$ cat src/rtl/selector41_arbiter_pkg.sv
`default_nettype none
// ============================================================================
// Module      : selector41_arbiter_pkg
// Description : Shared types and constants for the selector41 round-robin
//               arbiter: FSM state encoding, requester count, select width
//               and a one-hot decode helper.
// Revision    : 1.0 - initial release
// ============================================================================
package selector41_arbiter_pkg;

    // Number of requesters sharing the 4:1 mux.
    localparam int NREQ  = 4;
    // Width of the mux select / owner index.
    localparam int SEL_W = 2;

    typedef enum logic [0:0] {
        ST_IDLE  = 1'b0,
        ST_GRANT = 1'b1
    } state_t;

    // Owner index to one-hot grant vector.
    function automatic logic [NREQ-1:0] onehot4(input logic [SEL_W-1:0] idx);
        logic [NREQ-1:0] v;
        v = '0;
        v[idx] = 1'b1;
        return v;
    endfunction

endpackage : selector41_arbiter_pkg
`default_nettype wire

$ cat src/rtl/selector41_arbiter_rr_pick4.sv
`default_nettype none
// ============================================================================
// Module      : rr_pick4
// Description : Combinational rotate-priority picker. Scans req starting at
//               bit ptr and wrapping modulo 4; returns the first set bit.
//   req [3:0] : request vector
//   ptr [1:0] : highest-priority position for this scan
//   any       : at least one request is set
//   idx [1:0] : index of the winning request (0 when any=0)
// Revision    : 1.0 - initial release
// ============================================================================
module rr_pick4
    import selector41_arbiter_pkg::*;
(
    input  logic [NREQ-1:0]  req,
    input  logic [SEL_W-1:0] ptr,
    output logic             any,
    output logic [SEL_W-1:0] idx
);

    logic [SEL_W-1:0] w_cand;

    // Walk from the farthest offset back to ptr so the nearest set bit
    // (lowest offset from ptr) is the last one written and therefore wins.
    always_comb begin
        any    = |req;
        idx    = '0;
        w_cand = '0;
        for (int i = NREQ - 1; i >= 0; i--) begin
            w_cand = ptr + SEL_W'(i);
            if (req[w_cand]) begin
                idx = w_cand;
            end
        end
    end

endmodule : rr_pick4
`default_nettype wire

$ cat src/rtl/selector41_arbiter.sv
`default_nettype none
// ============================================================================
// Module      : selector41_arbiter
// Description : Round-robin arbiter sharing one selector41 4:1 mux among four
//               requesters, with a bounded hold time per grant.
//   iClk       : clock, rising edge
//   iRst       : asynchronous active-high reset
//   iReq [3:0] : request vector, bit n wants mux input iCn
//   oGnt [3:0] : one-hot grant, zero when idle
//   oValid     : a grant is active
//   oS1/oS0    : mux select, drives selector41 iS1/iS0
//   oOwner[1:0]: current or last owner, equals {oS1,oS0}
// Parameters  : MAX_HOLD - max consecutive granted cycles (0 = unlimited)
//               CNT_W    - hold counter width, 2**CNT_W > MAX_HOLD
// Revision    : 1.0 - initial release
// ============================================================================
module selector41_arbiter
    import selector41_arbiter_pkg::*;
#(
    parameter int MAX_HOLD = 4,
    parameter int CNT_W    = 8
)(
    input  logic             iClk,
    input  logic             iRst,
    input  logic [NREQ-1:0]  iReq,
    output logic [NREQ-1:0]  oGnt,
    output logic             oValid,
    output logic             oS1,
    output logic             oS0,
    output logic [SEL_W-1:0] oOwner
);

    // Counter value on which the last allowed granted cycle ends.
    localparam logic [CNT_W-1:0] C_HOLD_LAST =
        (MAX_HOLD == 0) ? '0 : CNT_W'(MAX_HOLD - 1);
    localparam logic             C_HOLD_EN   = (MAX_HOLD != 0);

    state_t           state_q;
    logic [SEL_W-1:0] ptr_q;
    logic [SEL_W-1:0] owner_q;
    logic [CNT_W-1:0] cnt_q;
    logic [CNT_W-1:0] cnt_d;
    logic [NREQ-1:0]  gnt_q;
    logic             valid_q;

    logic             w_pick_any;
    logic [SEL_W-1:0] w_pick_idx;
    logic             w_release;

    rr_pick4 u_pick (
        .req (iReq),
        .ptr (ptr_q),
        .any (w_pick_any),
        .idx (w_pick_idx)
    );

    // Saturating increment: with unlimited hold the counter parks at all-ones
    // rather than wrapping.
    assign cnt_d     = (cnt_q == '1) ? cnt_q : cnt_q + 1'b1;
    assign w_release = !iReq[owner_q] || (C_HOLD_EN && (cnt_q == C_HOLD_LAST));

    always_ff @(posedge iClk or posedge iRst) begin
        if (iRst) begin
            state_q <= ST_IDLE;
            ptr_q   <= '0;
            owner_q <= '0;
            cnt_q   <= '0;
            gnt_q   <= '0;
            valid_q <= 1'b0;
        end else begin
            case (state_q)
                ST_IDLE: begin
                    if (w_pick_any) begin
                        state_q <= ST_GRANT;
                        owner_q <= w_pick_idx;
                        gnt_q   <= onehot4(w_pick_idx);
                        valid_q <= 1'b1;
                        cnt_q   <= '0;
                    end
                end
                ST_GRANT: begin
                    if (w_release) begin
                        // owner_q is kept so the mux select does not move
                        // during the bubble.
                        state_q <= ST_IDLE;
                        gnt_q   <= '0;
                        valid_q <= 1'b0;
                        ptr_q   <= owner_q + 1'b1;
                        cnt_q   <= '0;
                    end else begin
                        cnt_q   <= cnt_d;
                    end
                end
                default: begin
                    state_q <= ST_IDLE;
                    gnt_q   <= '0;
                    valid_q <= 1'b0;
                end
            endcase
        end
    end

    assign oGnt   = gnt_q;
    assign oValid = valid_q;
    assign oOwner = owner_q;
    assign oS1    = owner_q[1];
    assign oS0    = owner_q[0];

endmodule : selector41_arbiter
`default_nettype wire

$ cat config.mk
export PLATFORM = sky130hd
export DESIGN_NAME = selector41_arbiter
export DESIGN_NICKNAME = d
export VERILOG_FILES = /design/src/rtl/selector41_arbiter_pkg.sv /design/src/rtl/selector41_arbiter_rr_pick4.sv /design/src/rtl/selector41_arbiter.sv
export SDC_FILE = /design/constraint.sdc
export NUM_CORES = 1
export LEC_CHECK = 0
export CORE_MARGIN = 2
export CORE_UTILIZATION = 44
export CTS_CLUSTER_DIAMETER = 150
export DETAILED_ROUTE_END_ITERATION = 10
export PLACE_DENSITY = 0.65
export SLEW_MARGIN = 5
export SYNTH_ARGS = -nofsm -noshare
export SYNTH_HDL_FRONTEND = slang
export SYNTH_HIERARCHICAL = 1
export SYNTH_SLANG_ARGS = --single-unit
$ cat constraint.sdc
create_clock -name iClk -period 3.63 [get_ports iClk]
set_input_delay 0.5445 -clock iClk [delete_from_list [all_inputs] [get_ports iClk]]
set_output_delay 0.5445 -clock iClk [all_outputs]
set_load 0.1 [all_outputs]
---- Word level (Yosys, flattened, before mapping) ----
Index checks and enable logic that the tools add are counted.
word-level totals
  output and inout bits ................... 9
  logic and storage cells ................. 61
  flip-flop bits (word level) ............. 18
  bits of input ports ..................... 6
operators by class
  $add $sub $neg .......................... 5
  bitwise logic cells ..................... 1
  reduce and logical (&&, ||, !) cells .... 8
  magnitude comparators ................... 7
  equality and inequality tests ........... 5
  multiplexer cells ....................... 29
operator list
  cell                 number
  $mux 8               3
  $lt 2x3->1 const B   6
  $pmux 8 s2           1
  $bmux 1 s2           5
  $mux 1               10
  $add 8x1->8 const B  1
  $eq 8x2->1 const B   1
  $eq 8x8->1 const B   1
  $mux 2               4
  $mux 4               2
  $pmux 4 s2           1
  $reduce_and 2->1     4
  $add 2x1->2 const B  2
  $add 2x2->2 const B  2
  $ne 2x1->1 const B   2
  $pmux 1 s2           2
  $reduce_or 4->1      1
  $ne 3x3->1 const B   1
  $demux 1 s2          1
  $ge 2x1->1 const B   1
  $logic_and 1x1->1    1
  $logic_not 1->1      1
  $logic_or 1x1->1     1
  $not 1->1            1

---- Depth between registers and ports, before layout ----
  depth after elaboration ................. 13
  depth in mapped cells ................... 6
  mapped depth without buffers ............ 5

---- Modules after synthesis ----
Netlist, hierarchy kept.
modules (own cells, without submodules)
  module              cells an instance  area an instance (um^2)  instances  seq. area each (um^2)
  selector41_arbiter  98                 940.9                    1          450.4
  rr_pick4            13                 77.6                     1          0.0

---- Least setup slack after synthesis ----
Ideal clock, no wire load.
  path kind ............................... register to register
  start ................................... register owner_q[0] (netlist: oOwner[0])
  end ..................................... register ptr_q[0]
  period minus slack after synthesis ...... 2,242 ps
  cell stages (with the launch flop) ...... 6
  arrival ................................. 2,147 ps
  data required time ...................... 3,535 ps
  library setup time ...................... 95 ps
  slack ................................... 1,388 ps
  buffers on the path ..................... 1
  cell sequence ........................... dfrtp_1 mux4_2 o21ai_1 and2_1 buf_4 mux2i_1
between the ends
  longest elaborated chain between the ends .. 5
  elaborated cells between the ends (all ways) .. 6
  those cells by class .................... add/sub: 1; mux: 2; reduce/logical: 3
ends and longest elaborated chain
  item                               line                      source
  start, declared                    selector41_arbiter.sv:40  logic [SEL_W-1:0] owner_q;
  start signal, assigned             selector41_arbiter.sv:75  owner_q <= w_pick_idx;
  $bmux 1 s2                         selector41_arbiter.sv:60  assign w_release = !iReq[owner_q] || (C_HOLD_EN && (cnt_q == C_HOLD_LAST));
  $mux 1 (implied by the code)       selector41_arbiter.sv:60
  $logic_not 1->1                    selector41_arbiter.sv:60
  $logic_or 1x1->1                   selector41_arbiter.sv:60
  $reduce_and 2->1 (no source line)  -
  end signal, assigned               selector41_arbiter.sv:88  ptr_q <= owner_q + 1'b1;
  end, declared                      selector41_arbiter.sv:39  logic [SEL_W-1:0] ptr_q;
Parallel ways exist; a longest one is shown, timed or not. The select of a mux whose other input is x is not followed.
A chain may end at the register's enable or synchronous reset.

---- Worst setup path after layout ----
  start ................................... register owner_q[0] (netlist: oOwner[0])
  end ..................................... output oS0
RTL lines
  item           line                      source
  end, declared  selector41_arbiter.sv:29  output logic oS0,
No word-level cell between the ends.

==> reports/summary.txt <==
STATUS
------------------------------------------------------------------------------------
Status ................................................................ finished clean

CLOCK TREE
------------------------------------------------------------------------------------
CTS buffer count ......................................................            3
Count of instances resized after the clock tree is built ..............            0
TritonCTS clock tree ..................................................        built
Clock-pin slew on the worst setup and hold paths ......................      0.10 ns
Buffers inserted by post-CTS timing repair ............................            0
Clock sink total ......................................................           18
H-tree depth ..........................................................            1
CTS Hold Bufs .........................................................            0
Buffers from clock root to sink, at most ..............................            2
Clock latency on the worst-skew pair ..................................      0.29 ns
Clock Tree Root .......................................................     clkbuf_4

STA
------------------------------------------------------------------------------------
Hold Violations, Final ................................................            0
Final clock period utilization by the worst path ......................        68.8%
Final Max Slew Viols ..................................................            0
Fmax achieved .........................................................      400 MHz
Final-layout setup total negative slack ...............................         0 ns
Setup-failing EPs final ...............................................            0
Slew at the pin closest to its max-slew limit .........................     0.977 ns
Setup repair after global routing missed its margin ...................           no
Fin crit period .......................................................      2.50 ns
Relative max-transition margin ........................................        34.6%
Worst Skew ............................................................   0.00540 ns

LOGIC SYNTHESIS
------------------------------------------------------------------------------------
Mean instance size in the synthesized netlist .........................     9.18 µm²
Seq cells post-synth ..................................................           18
Post-synthesis async set-or-reset flop share ..........................         100%
Top flip-flop cell by instance count after synthesis ..................      dfrtp_1
Post-synth EDFFs ......................................................            0
Synth top area cells .................................................. dfrtp_1 44%, nand2_1 4.8%, a21oi_1 3.9%, o21ai_0 3.4%, o32ai_1 3.4%
Cell type with the largest total area after synthesis .................      dfrtp_1
Cell count after synthesis ............................................          111
Post-synthesis instance area ..........................................     1020 µm²
Post-synth top area share .............................................        44.2%
Synth warnings ........................................................            6
Post-synthesis net count ..............................................          118
Sequential area share after synthesis .................................        44.2%
Number of library cell types mapped by synthesis ......................           35

RUN
------------------------------------------------------------------------------------
Max-capacitance violation count .......................................            0

ROUTE
------------------------------------------------------------------------------------
Average detailed-routed wire length per instance ......................      14.1 µm
DR pass1 iterations ...................................................            4
Detail Route Antenna Nets .............................................            0
Final WL ..............................................................      2130 µm
Via-to-Cell Ratio .....................................................         5.62
Detailed-route via count ..............................................          849
Number of DRC markers in iteration 0 ..................................           22
Number of DRC violations after detailed routing .......................            0

GLOBAL ROUTING
------------------------------------------------------------------------------------
Antenna violations before repair ......................................            0
Met1 demand-to-capacity share in global routing .......................        26.2%
GRT met2 Usage ........................................................        28.1%
Most utilized layer in the global route result ........................         met2
Overflow left after global routing ....................................            0
Via count of the first global-routing pass ............................          816
Pin count of the biggest net entering global routing ..................           19
M3 GR Usage ...........................................................        3.74%
First-pass GRT wire length ............................................      3790 µm
GRT Util Overall ......................................................        18.7%

LAYOUT
------------------------------------------------------------------------------------
Layout cell share with drive strength beyond 1 ........................        8.13%
Nets ..................................................................          131
Area growth from synthesis to layout ..................................        16.7%
Antenna Cells .........................................................            0
Total of fill cells in the finished design ............................          205

PLACED DESIGN
------------------------------------------------------------------------------------
Final HPWL DP .........................................................      1520 µm
IO Port Bufs ..........................................................           14
Weighted congestion at the end of routability-driven global placement .        0.848

WORST HOLD PATH
------------------------------------------------------------------------------------
Min-Delay Path Class ..................................................   reg -> reg

FLOORPLANNING
------------------------------------------------------------------------------------
Core outline area .....................................................     2190 µm²
Number of top-level pins ..............................................           15
Cell Rows .............................................................           17
Effective utilization at floorplan ....................................        46.5%
Die footprint .........................................................     2720 µm²
Horiz. Die Dim ........................................................      52.1 µm
Die height ............................................................      52.1 µm

CRITICAL PATH
------------------------------------------------------------------------------------
Largest incremental delay on the critical path ........................      1.18 ns
Type of the worst setup path ..........................................   reg -> out
Chain of cells forming the critical path .............................. clkdlybuf4s50_1
Kind of cell with the highest combined delay on the critical path ..... buffers and inverters
Setup crit end kind ...................................................   output pin
Critical Path Slowest Stage Cell ...................................... clkdlybuf4s50_1
CP startpoint kind ....................................................     register
Worst-path fanout max .................................................            6
CP Buf/Inv Count ......................................................            1
Required arrival time at the worst endpoint ...........................      3.09 ns
Worst path arrival time ...............................................      1.95 ns
Setup slack, reg-to-reg ...............................................      1.57 ns

==> metal layers <==
layer	up-vias	wire length, µm
met2	18	947
met1	400	1070
met4	0	26
li1	427	-
met3	4	88
met5	-	0
==> cells in the mapped netlist (all sizes together) (2+ instances only) <==
cell type and n:
and3 2, nand2b 4, nand3 5, o32ai 4
nor2 8, dfrtp 18, nand2 13, a21oi 8
a211oi 2, clkbuf 2, o22ai 2, a31oi 3
o21ai 9, inv 9, buf 4, mux2i 2
==> cell families after synthesis <==
group | count (synthesis) | synth area share [%]
simple gates | 39 | 18.9
compound gates | 34 | 23.2
flops | 18 | 44.2
buf+inv | 15 | 7.37
mux | 3 | 4.18
xor+xnor | 1 | 0.860
fa+ha+maj | 1 | 1.23
==> through the flow <==
stage	setup WS [ns]	cell area, µm²	hold slack [ns]	utilization [%]	std cells
6_report	1.13	1190	0.550	54.3	151
5_1_grt	1.06	1190	0.578	54.3	151
4_1_cts	1.12	1190	0.552	54.3	151
3_5_place_dp	1.30	1150	0.536	52.6	147
3_3_place_gp	1.35	1150	0.532	52.6	147
2_1_floorplan	1.39	1020	0.483	-	111
==> final timing paths <==
path,cells past startpoint,from,end
max in group asynchronous,2,iRst,oGnt[0]
min,2,oGnt[1],oGnt[1]
max reg2reg,5,cnt_q[0],cnt_q[3]
max,1,oOwner[0],oS0
min in group asynchronous,2,iRst,oOwner[1]
min reg2reg,2,oGnt[1],oGnt[1]
==> worst reg2reg max path, delay by kind of cell, from the launching register on <==
kind                       cells  cell delay (ns)
AOI/OAI and AO/OA              3             1.04
adders and majority gates      1             0.26
DFF                            1             0.45
and+or+nand+nor                1             0.24
==> area by class of cell <==
class | instances | area, µm² | area share, %
Timing Repair Buffer | 14 | 140 | 11.8
Clock buffer | 4 | 36.3 | 3.05
Tap cell | 28 | 35.0 | 2.95
Multi-Input combinational cell | 78 | 493 | 41.5
Sequential cell | 18 | 450 | 37.9
Inverter | 9 | 33.8 | 2.84
==> state kept, by name, summed over array words and instances, names as in the netlist <==
| name | flops |
|---|---|
| oGnt | 4 |
| ptr_q | 2 |
| oOwner | 2 |
| state_q | 1 |
| cnt_q | 8 |
| oValid | 1 |
==> layout by cell type (no fill, tap or decap), types with 2 or more instances in the layout <==
cell | synthesis | routed
nand2_1 | 13 | 13
dfrtp_1 | 18 | 18
a21oi_1 | 8 | 8
o22ai_1 | 2 | 2
a31oi_1 | 3 | 3
o21ai_0 | 7 | 7
nand3_1 | 5 | 5
o32ai_1 | 4 | 4
nand2b_1 | 4 | 4
o21ai_1 | 2 | 2
mux2i_1 | 2 | 2
clkbuf_4 | 0 | 3
nor2_1 | 8 | 8
clkdlybuf4s50_1 | 0 | 14
and3_1 | 2 | 2
inv_1 | 9 | 9
Power is left out: the tool's default activity adds up to more than one toggle a clock period on the data nets, which glitch-free logic cannot reach.
